## src/rtl/snake_pkg.sv

```systemverilog
// rtl/snake_pkg.sv - shared directions, states and reversal rule for the snake move scheduler
package snake_pkg;

   localparam int GRID_W_DEF = 32;
   localparam int GRID_H_DEF = 24;

   localparam logic [2:0] DIR_LEFT  = 3'b000;
   localparam logic [2:0] DIR_RIGHT = 3'b001;
   localparam logic [2:0] DIR_UP    = 3'b100;
   localparam logic [2:0] DIR_DOWN  = 3'b110;

   typedef enum logic [1:0] {
      IDLE,
      RUN,
      WAIT_ACK,
      HALT
   } state_t;

   // Same axis, opposite sign: bit1 carries the sign on the vertical axis, bit0 on the horizontal
   function automatic logic is_reversal(input logic [2:0] cand, input logic [2:0] cur);
      logic cand_sign;
      logic cur_sign;
      cand_sign = cand[2] ? cand[1] : cand[0];
      cur_sign  = cur[2]  ? cur[1]  : cur[0];
      return (cand[2] == cur[2]) && (cand_sign != cur_sign);
   endfunction

endpackage

```

## src/rtl/snake_move_sched_if.sv

```systemverilog
// rtl/snake_move_sched_if.sv - step offer bus between the move scheduler and the body/draw unit
interface snake_move_sched_if
   import snake_pkg::*;
#(
   parameter int GRID_W = GRID_W_DEF,
   parameter int GRID_H = GRID_H_DEF
) ();

   logic                      step_valid;
   logic                      step_ack;
   logic [$clog2(GRID_W)-1:0] head_x;
   logic [$clog2(GRID_H)-1:0] head_y;
   logic [2:0]                cur_dir;
   logic                      wall_hit;

   modport master (
      output step_valid, head_x, head_y, cur_dir, wall_hit,
      input  step_ack
   );

   modport slave (
      input  step_valid, head_x, head_y, cur_dir, wall_hit,
      output step_ack
   );

endinterface

```

## src/rtl/snake_move_sched_next_head.sv

```systemverilog
// rtl/snake_move_sched_next_head.sv - next head cell for one step, with wrap or wall detection
module snake_next_head
   import snake_pkg::*;
#(
   parameter int GRID_W = GRID_W_DEF,
   parameter int GRID_H = GRID_H_DEF,
   parameter int WRAP   = 1
) (
   input  logic [$clog2(GRID_W)-1:0] head_x,
   input  logic [$clog2(GRID_H)-1:0] head_y,
   input  logic [2:0]                dir,
   output logic [$clog2(GRID_W)-1:0] nx,
   output logic [$clog2(GRID_H)-1:0] ny,
   output logic                      out_of_bounds
);

   localparam int XW = $clog2(GRID_W);
   localparam int YW = $clog2(GRID_H);

   logic [XW:0] x_ext;
   logic [YW:0] y_ext;
   logic        edge_cross;

   // One extra bit catches underflow (MSB set) and overflow (equals grid size)
   always_comb begin
      x_ext      = {1'b0, head_x};
      y_ext      = {1'b0, head_y};
      nx         = head_x;
      ny         = head_y;
      edge_cross = 1'b0;
      if (dir[2]) begin
         y_ext = dir[1] ? y_ext + (YW+1)'(1) : y_ext - (YW+1)'(1);
         if (y_ext[YW]) begin
            edge_cross = 1'b1;
            ny         = YW'(GRID_H - 1);
         end else if (y_ext == (YW+1)'(GRID_H)) begin
            edge_cross = 1'b1;
            ny         = '0;
         end else begin
            ny = y_ext[YW-1:0];
         end
      end else begin
         x_ext = dir[0] ? x_ext + (XW+1)'(1) : x_ext - (XW+1)'(1);
         if (x_ext == (XW+1)'(GRID_W)) begin
            edge_cross = 1'b1;
            nx         = '0;
         end else if (x_ext[XW]) begin
            edge_cross = 1'b1;
            nx         = XW'(GRID_W - 1);
         end else begin
            nx = x_ext[XW-1:0];
         end
      end
      out_of_bounds = edge_cross && (WRAP == 0);
   end

endmodule

```

## src/rtl/snake_move_sched.sv

```systemverilog
// rtl/snake_move_sched.sv - snake head move scheduler: reversal filter, step timer, step handshake
module snake_move_sched
   import snake_pkg::*;
#(
   parameter int TICK_DIV = 4,
   parameter int GRID_W   = GRID_W_DEF,
   parameter int GRID_H   = GRID_H_DEF,
   parameter int WRAP     = 1
) (
   input  logic                clk,
   input  logic                reset_n,
   input  logic                enable,
   input  logic [2:0]          dir_in,
   input  logic                dir_lock,
   snake_move_sched_if.master  step
);

   localparam int XW = $clog2(GRID_W);
   localparam int YW = $clog2(GRID_H);
   localparam int CW = $clog2(TICK_DIV);

   state_t        state_q, state_d;
   logic [XW-1:0] hx_q, hx_d;
   logic [YW-1:0] hy_q, hy_d;
   logic [2:0]    cur_q, cur_d;
   logic [2:0]    pend_q, pend_d;
   logic [CW-1:0] tick_q, tick_d;
   logic          valid_q, valid_d;
   logic          wall_q, wall_d;

   logic [XW-1:0] nx;
   logic [YW-1:0] ny;
   logic          oob;

   snake_next_head #(
      .GRID_W (GRID_W),
      .GRID_H (GRID_H),
      .WRAP   (WRAP)
   ) u_next_head (
      .head_x        (hx_q),
      .head_y        (hy_q),
      .dir           (pend_q),
      .nx            (nx),
      .ny            (ny),
      .out_of_bounds (oob)
   );

   always_ff @(posedge clk or negedge reset_n) begin
      if (!reset_n) begin
         state_q <= IDLE;
         hx_q    <= XW'(GRID_W / 2);
         hy_q    <= YW'(GRID_H / 2);
         cur_q   <= DIR_LEFT;
         pend_q  <= DIR_LEFT;
         tick_q  <= '0;
         valid_q <= 1'b0;
         wall_q  <= 1'b0;
      end else begin
         state_q <= state_d;
         hx_q    <= hx_d;
         hy_q    <= hy_d;
         cur_q   <= cur_d;
         pend_q  <= pend_d;
         tick_q  <= tick_d;
         valid_q <= valid_d;
         wall_q  <= wall_d;
      end
   end

   always_comb begin
      state_d = state_q;
      hx_d    = hx_q;
      hy_d    = hy_q;
      cur_d   = cur_q;
      pend_d  = pend_q;
      tick_d  = tick_q;
      valid_d = valid_q;
      wall_d  = wall_q;

      // Last legal press before the tick wins; reversals judged against the committed direction
      if (state_q != HALT && dir_lock && !is_reversal(dir_in, cur_q))
         pend_d = dir_in;

      unique case (state_q)
         IDLE: begin
            if (enable) begin
               state_d = RUN;
               tick_d  = '0;
            end
         end
         RUN: begin
            if (!enable) begin
               state_d = IDLE;
               tick_d  = '0;
            end else if (tick_q == CW'(TICK_DIV - 1)) begin
               tick_d = '0;
               if (oob) begin
                  wall_d  = 1'b1;
                  state_d = HALT;
               end else begin
                  hx_d    = nx;
                  hy_d    = ny;
                  cur_d   = pend_q;
                  valid_d = 1'b1;
                  state_d = WAIT_ACK;
               end
            end else begin
               tick_d = tick_q + CW'(1);
            end
         end
         WAIT_ACK: begin
            if (step.step_ack && valid_q) begin
               valid_d = 1'b0;
               state_d = RUN;
            end
         end
         HALT: ;
         default: state_d = IDLE;
      endcase
   end

   assign step.step_valid = valid_q;
   assign step.head_x     = hx_q;
   assign step.head_y     = hy_q;
   assign step.cur_dir    = cur_q;
   assign step.wall_hit   = wall_q;

endmodule
```

## src/flat_wrapper.sv

```systemverilog
// flat-port wrapper written by rule: the top's interface ports become plain ports
module snake_move_sched_flat import snake_pkg::*;
#(
   parameter int TICK_DIV = 4,
   parameter int GRID_W   = GRID_W_DEF,
   parameter int GRID_H   = GRID_H_DEF,
   parameter int WRAP     = 1
)
  (clk, reset_n, enable, dir_in, dir_lock, step_step_valid, step_head_x, step_head_y, step_cur_dir, step_wall_hit, step_step_ack);
  snake_move_sched_if #(.GRID_W(GRID_W), .GRID_H(GRID_H)) step_i ();
  input  logic clk;
  input  logic reset_n;
  input  logic enable;
  input  logic [2:0] dir_in;
  input  logic dir_lock;
  output wire logic [$bits(step_i.step_valid)-1:0] step_step_valid;
  output wire logic [$bits(step_i.head_x)-1:0] step_head_x;
  output wire logic [$bits(step_i.head_y)-1:0] step_head_y;
  output wire logic [$bits(step_i.cur_dir)-1:0] step_cur_dir;
  output wire logic [$bits(step_i.wall_hit)-1:0] step_wall_hit;
  input wire logic [$bits(step_i.step_ack)-1:0] step_step_ack;
  assign step_step_valid = step_i.step_valid;
  assign step_head_x = step_i.head_x;
  assign step_head_y = step_i.head_y;
  assign step_cur_dir = step_i.cur_dir;
  assign step_wall_hit = step_i.wall_hit;
  assign step_i.step_ack = step_step_ack;
  snake_move_sched #(.TICK_DIV(TICK_DIV), .GRID_W(GRID_W), .GRID_H(GRID_H), .WRAP(WRAP)) u_core (.clk(clk), .reset_n(reset_n), .enable(enable), .dir_in(dir_in), .dir_lock(dir_lock), .step(step_i));
endmodule
```

## config.mk

```make
export PLATFORM = sky130hd
export DESIGN_NAME = snake_move_sched_flat
export DESIGN_NICKNAME = d
export VERILOG_FILES = /design/src/rtl/snake_pkg.sv /design/src/rtl/snake_move_sched_if.sv /design/src/rtl/snake_move_sched_next_head.sv /design/src/rtl/snake_move_sched.sv /design/src/flat_wrapper.sv
export SDC_FILE = /design/constraint.sdc
export NUM_CORES = 1
export LEC_CHECK = 0
export BUFFER_PORTS_ARGS = -buffer_cell sky130_fd_sc_hd__buf_2
export CORE_ASPECT_RATIO = 1.25
export CORE_UTILIZATION = 59
export CTS_BUF_LIST = sky130_fd_sc_hd__clkbuf_2
export DETAILED_ROUTE_END_ITERATION = 12
export PLACE_DENSITY = 0.78
export SLEW_MARGIN = 20
export SYNTH_ARGS = -nofsm -noshare
export SYNTH_HDL_FRONTEND = slang
export SYNTH_HIERARCHICAL = 1
export SYNTH_SLANG_ARGS = --single-unit
```

## constraint.sdc

```tcl
create_clock -name clk -period 3.2 [get_ports clk]
set_input_delay 0.64 -clock clk [delete_from_list [all_inputs] [get_ports clk]]
set_output_delay 0.64 -clock clk [all_outputs]
set_load 0.02 [all_outputs]
```

==> impl_metrics.tcl <==
set metrics [dict create \
    hold_class "input pin to asynchronous set/reset pin" \
    crit_arrival_ns 3.13 \
    dieHeight_um 60.3 \
    crit_path_end_kind "flop" \
    vias 1264 \
    cts_max_level 1 \
    synth_compound_area_frac 0.203 \
    crit_chain "inv_1 -> ha_1 -> nor2b_1 -> a221o_1 -> a211oi_2 -> or4b_4 -> a21oi_2 -> a31oi_1 -> mux2_2" \
    worst-path-buf-inv 1 \
    cts.repair.resized 0 \
    final_cell_count_no_fill 217 \
    rows 20 \
    p_comb_frac 0.568 \
    p_per_area_nw_per_um2 972 \
    routed_wl_um 3210 \
    report.final.slew_viol_count 0 \
    dr.first_iter.drc_count 27 \
    antenna_found_initial 0 \
    root_buffer "clkbuf_2" \
    synth_edf_count 0 \
    drive_above_1_share 0.288 \
    worst-path-max-fanout 7 \
    muxShareOfSynthArea 0.105 \
    first_pass_iters 4 \
    switchingPower_uw 800 \
    post-route-min-period_ns 2.89 \
    rsz0062_at_grt "false" \
    antenna_cells 0 \
    die-area_um2 2930 \
    crit_slowest_cell "or4b_4" \
    track_usage 0.240 \
    synth_top_family_by_area "compound AO/OA/AOI/OAI gates" \
    synth_cells 162 \
    synth.avg_cell_area_um2 9.90 \
    grt_pass1_vias 1198 \
    yosys.area_share.simple 0.130 \
    die_w_um 48.6 \
    status "finished clean" \
    tritoncts "built" \
    tightest_slew_ns 0.546 \
    max_cap_violations 0 \
    synthFlopType "dfrtp_1" \
    drcViolationCount 0 \
    clk_latency_ns 0.33 \
    grt_overflow 0 \
    crit_path_start_kind "flop" \
    postCtsSetupBuffers 0 \
    hold_viol_final 0 \
    p_sw_frac 0.463 \
    via_per_inst 5.82 \
    syn_nets 184 \
    synthDistinctLibCells 50 \
    portBuffers 22 \
    initial_core_util 0.641 \
    fillers 204 \
    ys_ff_latch 22 \
    ir_drop_mv 0.593 \
    routabilityCongestion 0.871 \
    dp.cells 213 \
    p_leak_uw 0.000892 \
    synth_xor_area_frac 0.0437 \
    max_slew_margin 0.636 \
    clock_path_buffers 2 \
    synth_adder_area_share 0.119 \
    power.share.clock 0.112 \
    slowest_delay_ns 0.54 \
    grt_pass1_wl_um 5270 \
    cpLargestDelayFamily "compound AO/OA/AOI/OAI gates" \
    ant_nets 0 \
    power.internal_uw 928 \
    final_nets 207 \
    fin_crit_sh 0.902 \
    io_pins 23 \
    worstSetupPathType "flop to flop" \
    finalSetupViolCount 0 \
    cts.clk_slew.worst_paths_ns 0.21 \
    fmax_mhz 346 \
    cts_hold_buf 0 \
    crit_required_ns 3.45 \
    fin_setup_tns_ns 0 \
    cts_sinks 22 \
    yosysSeqAreaShare 0.346 \
    clock_skew_ns 0.00339 \
    hpwl_um 2360 \
    async_flop_share 1.00 \
    numCtsBuffers 3 \
    netlist_area_um2 1600 \
    wire_per_inst_um 14.8 \
    grt_start_max_net_pins 23 \
    core_area_um2 2500 \
    area_delta_synth_final_pct 10.8 \
    yosys_warnings 6 \
    seqPwrFrac 0.320 \
]
## cell usage in the layout, fill, tap and decap left out, drive strengths merged, types with 2 or more instances in the layout
cell    netlist  routed
nor2b         2       2
a211oi        2       2
xor2          7       7
o21a          2       2
dfrtp        19      19
a31oi         4       4
clkbuf        3       3
a22o          2       2
inv          14      14
ha           12      12
mux2         15      15
nor3b         2       2
o21ai        11      11
a21o          3       3
nor2         11      11
nand4         2       2
dfstp         3       3
a21oi         9       9
fa            2       2
nand2         9       9
a221oi        2       2
buf           2      23
nand3         2       2
## layer usage
layer	share of wire	global-route usage
met1	0.43	0.272
met2	0.53	0.446
met3	0.024	0.0254
met4	0.018	0.126
met5	0	0
## final timing paths
path | start | to | slack (ns) | cells past startpoint
worst max-delay path | u_core/pend_q[0]$_DFFE_PN0P_ | u_core/step.head_x[0]$_DFFE_PN0P_ | 0.31 | 9
worst min-delay path | reset_n | u_core/step.wall_hit$_DFFE_PN0P_ | 0.24 | 1
worst max register to register | u_core/pend_q[0]$_DFFE_PN0P_ | u_core/step.head_x[0]$_DFFE_PN0P_ | 0.31 | 9
worst min register to register | u_core/step.wall_hit$_DFFE_PN0P_ | u_core/step.wall_hit$_DFFE_PN0P_ | 0.49 | 1
max in group asynchronous | reset_n | u_core/step.head_x[4]$_DFFE_PN1P_ | 2.60 | 1
min in group clk | u_core/step.wall_hit$_DFFE_PN0P_ | u_core/step.wall_hit$_DFFE_PN0P_ | 0.49 | 1
## flip-flops by register name (all words and copies together), names as in the netlist
register                flops
u_core/step.wall_hit        1
u_core/step.head_y          5
u_core/pend_q               3
u_core/step.cur_dir         3
u_core/step.step_valid      1
u_core/state_q              2
u_core/tick_q               2
u_core/step.head_x          5
## cell families (layout without fill, tap and decap cells)
family | after synthesis | after routing
muxes | 15 | 15
xor gates and xnor gates | 8 | 8
adders and majority gates | 14 | 14
DFF | 22 | 22
and+or+nand+nor | 36 | 36
buffers and inverters | 19 | 41
other | 1 | 1
AOI/OAI and AO/OA | 47 | 47
## layout make-up
type                       instances  area, um^2  share of cell area
inverter                          14        52.6              0.0296
tap                               33        41.3              0.0232
multi-input combinational        121         967               0.544
sequential                        22         554               0.312
clock inverter                     1        30.0              0.0169
timing repair buffer              23         118              0.0662
clock buffer                       3        15.0             0.00844
## through the flow
step | hold WS, ns | total power [uW] | area, um^2 | setup slack [ns] | util
after floorplan | 0.344 | 1290 | 1600 | 0.486 | -
after global routing | 0.214 | 1870 | 1780 | 0.151 | 0.711
after CTS | 0.236 | 1730 | 1780 | 0.317 | 0.711
after global placement | 0.448 | 1490 | 1730 | 0.438 | 0.693
after detailed placement | 0.451 | 1530 | 1730 | 0.323 | 0.693
final | 0.235 | 1730 | 1780 | 0.312 | 0.711
## power groups by stage
stage	clock, uW	sequential (uW)	combinational (uW)
finish	194	552	981
global route	212	578	1080
CTS	199	553	975
detailed placement	0	561	969
floorplan	0	575	716
global placement	0	552	933
## cells in the mapped netlist (2+ instances only)
cell | n | area (um^2)
a21o_1 | 3 | 22.5
a21oi_1 | 8 | 40.0
a221oi_1 | 2 | 17.5
a22o_1 | 2 | 17.5
a31oi_1 | 4 | 25.0
clkbuf_1 | 3 | 11.3
dfrtp_1 | 19 | 475
dfstp_2 | 3 | 78.8
fa_1 | 2 | 40.0
ha_1 | 12 | 150
inv_1 | 14 | 52.6
mux2_2 | 15 | 169
nand2_1 | 8 | 30.0
nand3_1 | 2 | 10.0
nand4_1 | 2 | 12.5
nor2_1 | 11 | 41.3
nor2b_1 | 2 | 12.5
nor3b_1 | 2 | 15.0
o21a_1 | 2 | 15.0
o21ai_0 | 7 | 35.0
o21ai_1 | 4 | 20.0
xor2_1 | 7 | 61.3
## worst reg2reg max path, cell delays in order (launching register included)
cell      delay, ns
dfrtp_1        0.49
inv_1          0.14
ha_1           0.34
nor2b_1        0.17
a221o_1        0.34
a211oi_2       0.32
or4b_4         0.54
a21oi_2        0.15
a31oi_1        0.05
mux2_2         0.27
Note: power is estimated with default switching activity, not from simulation.
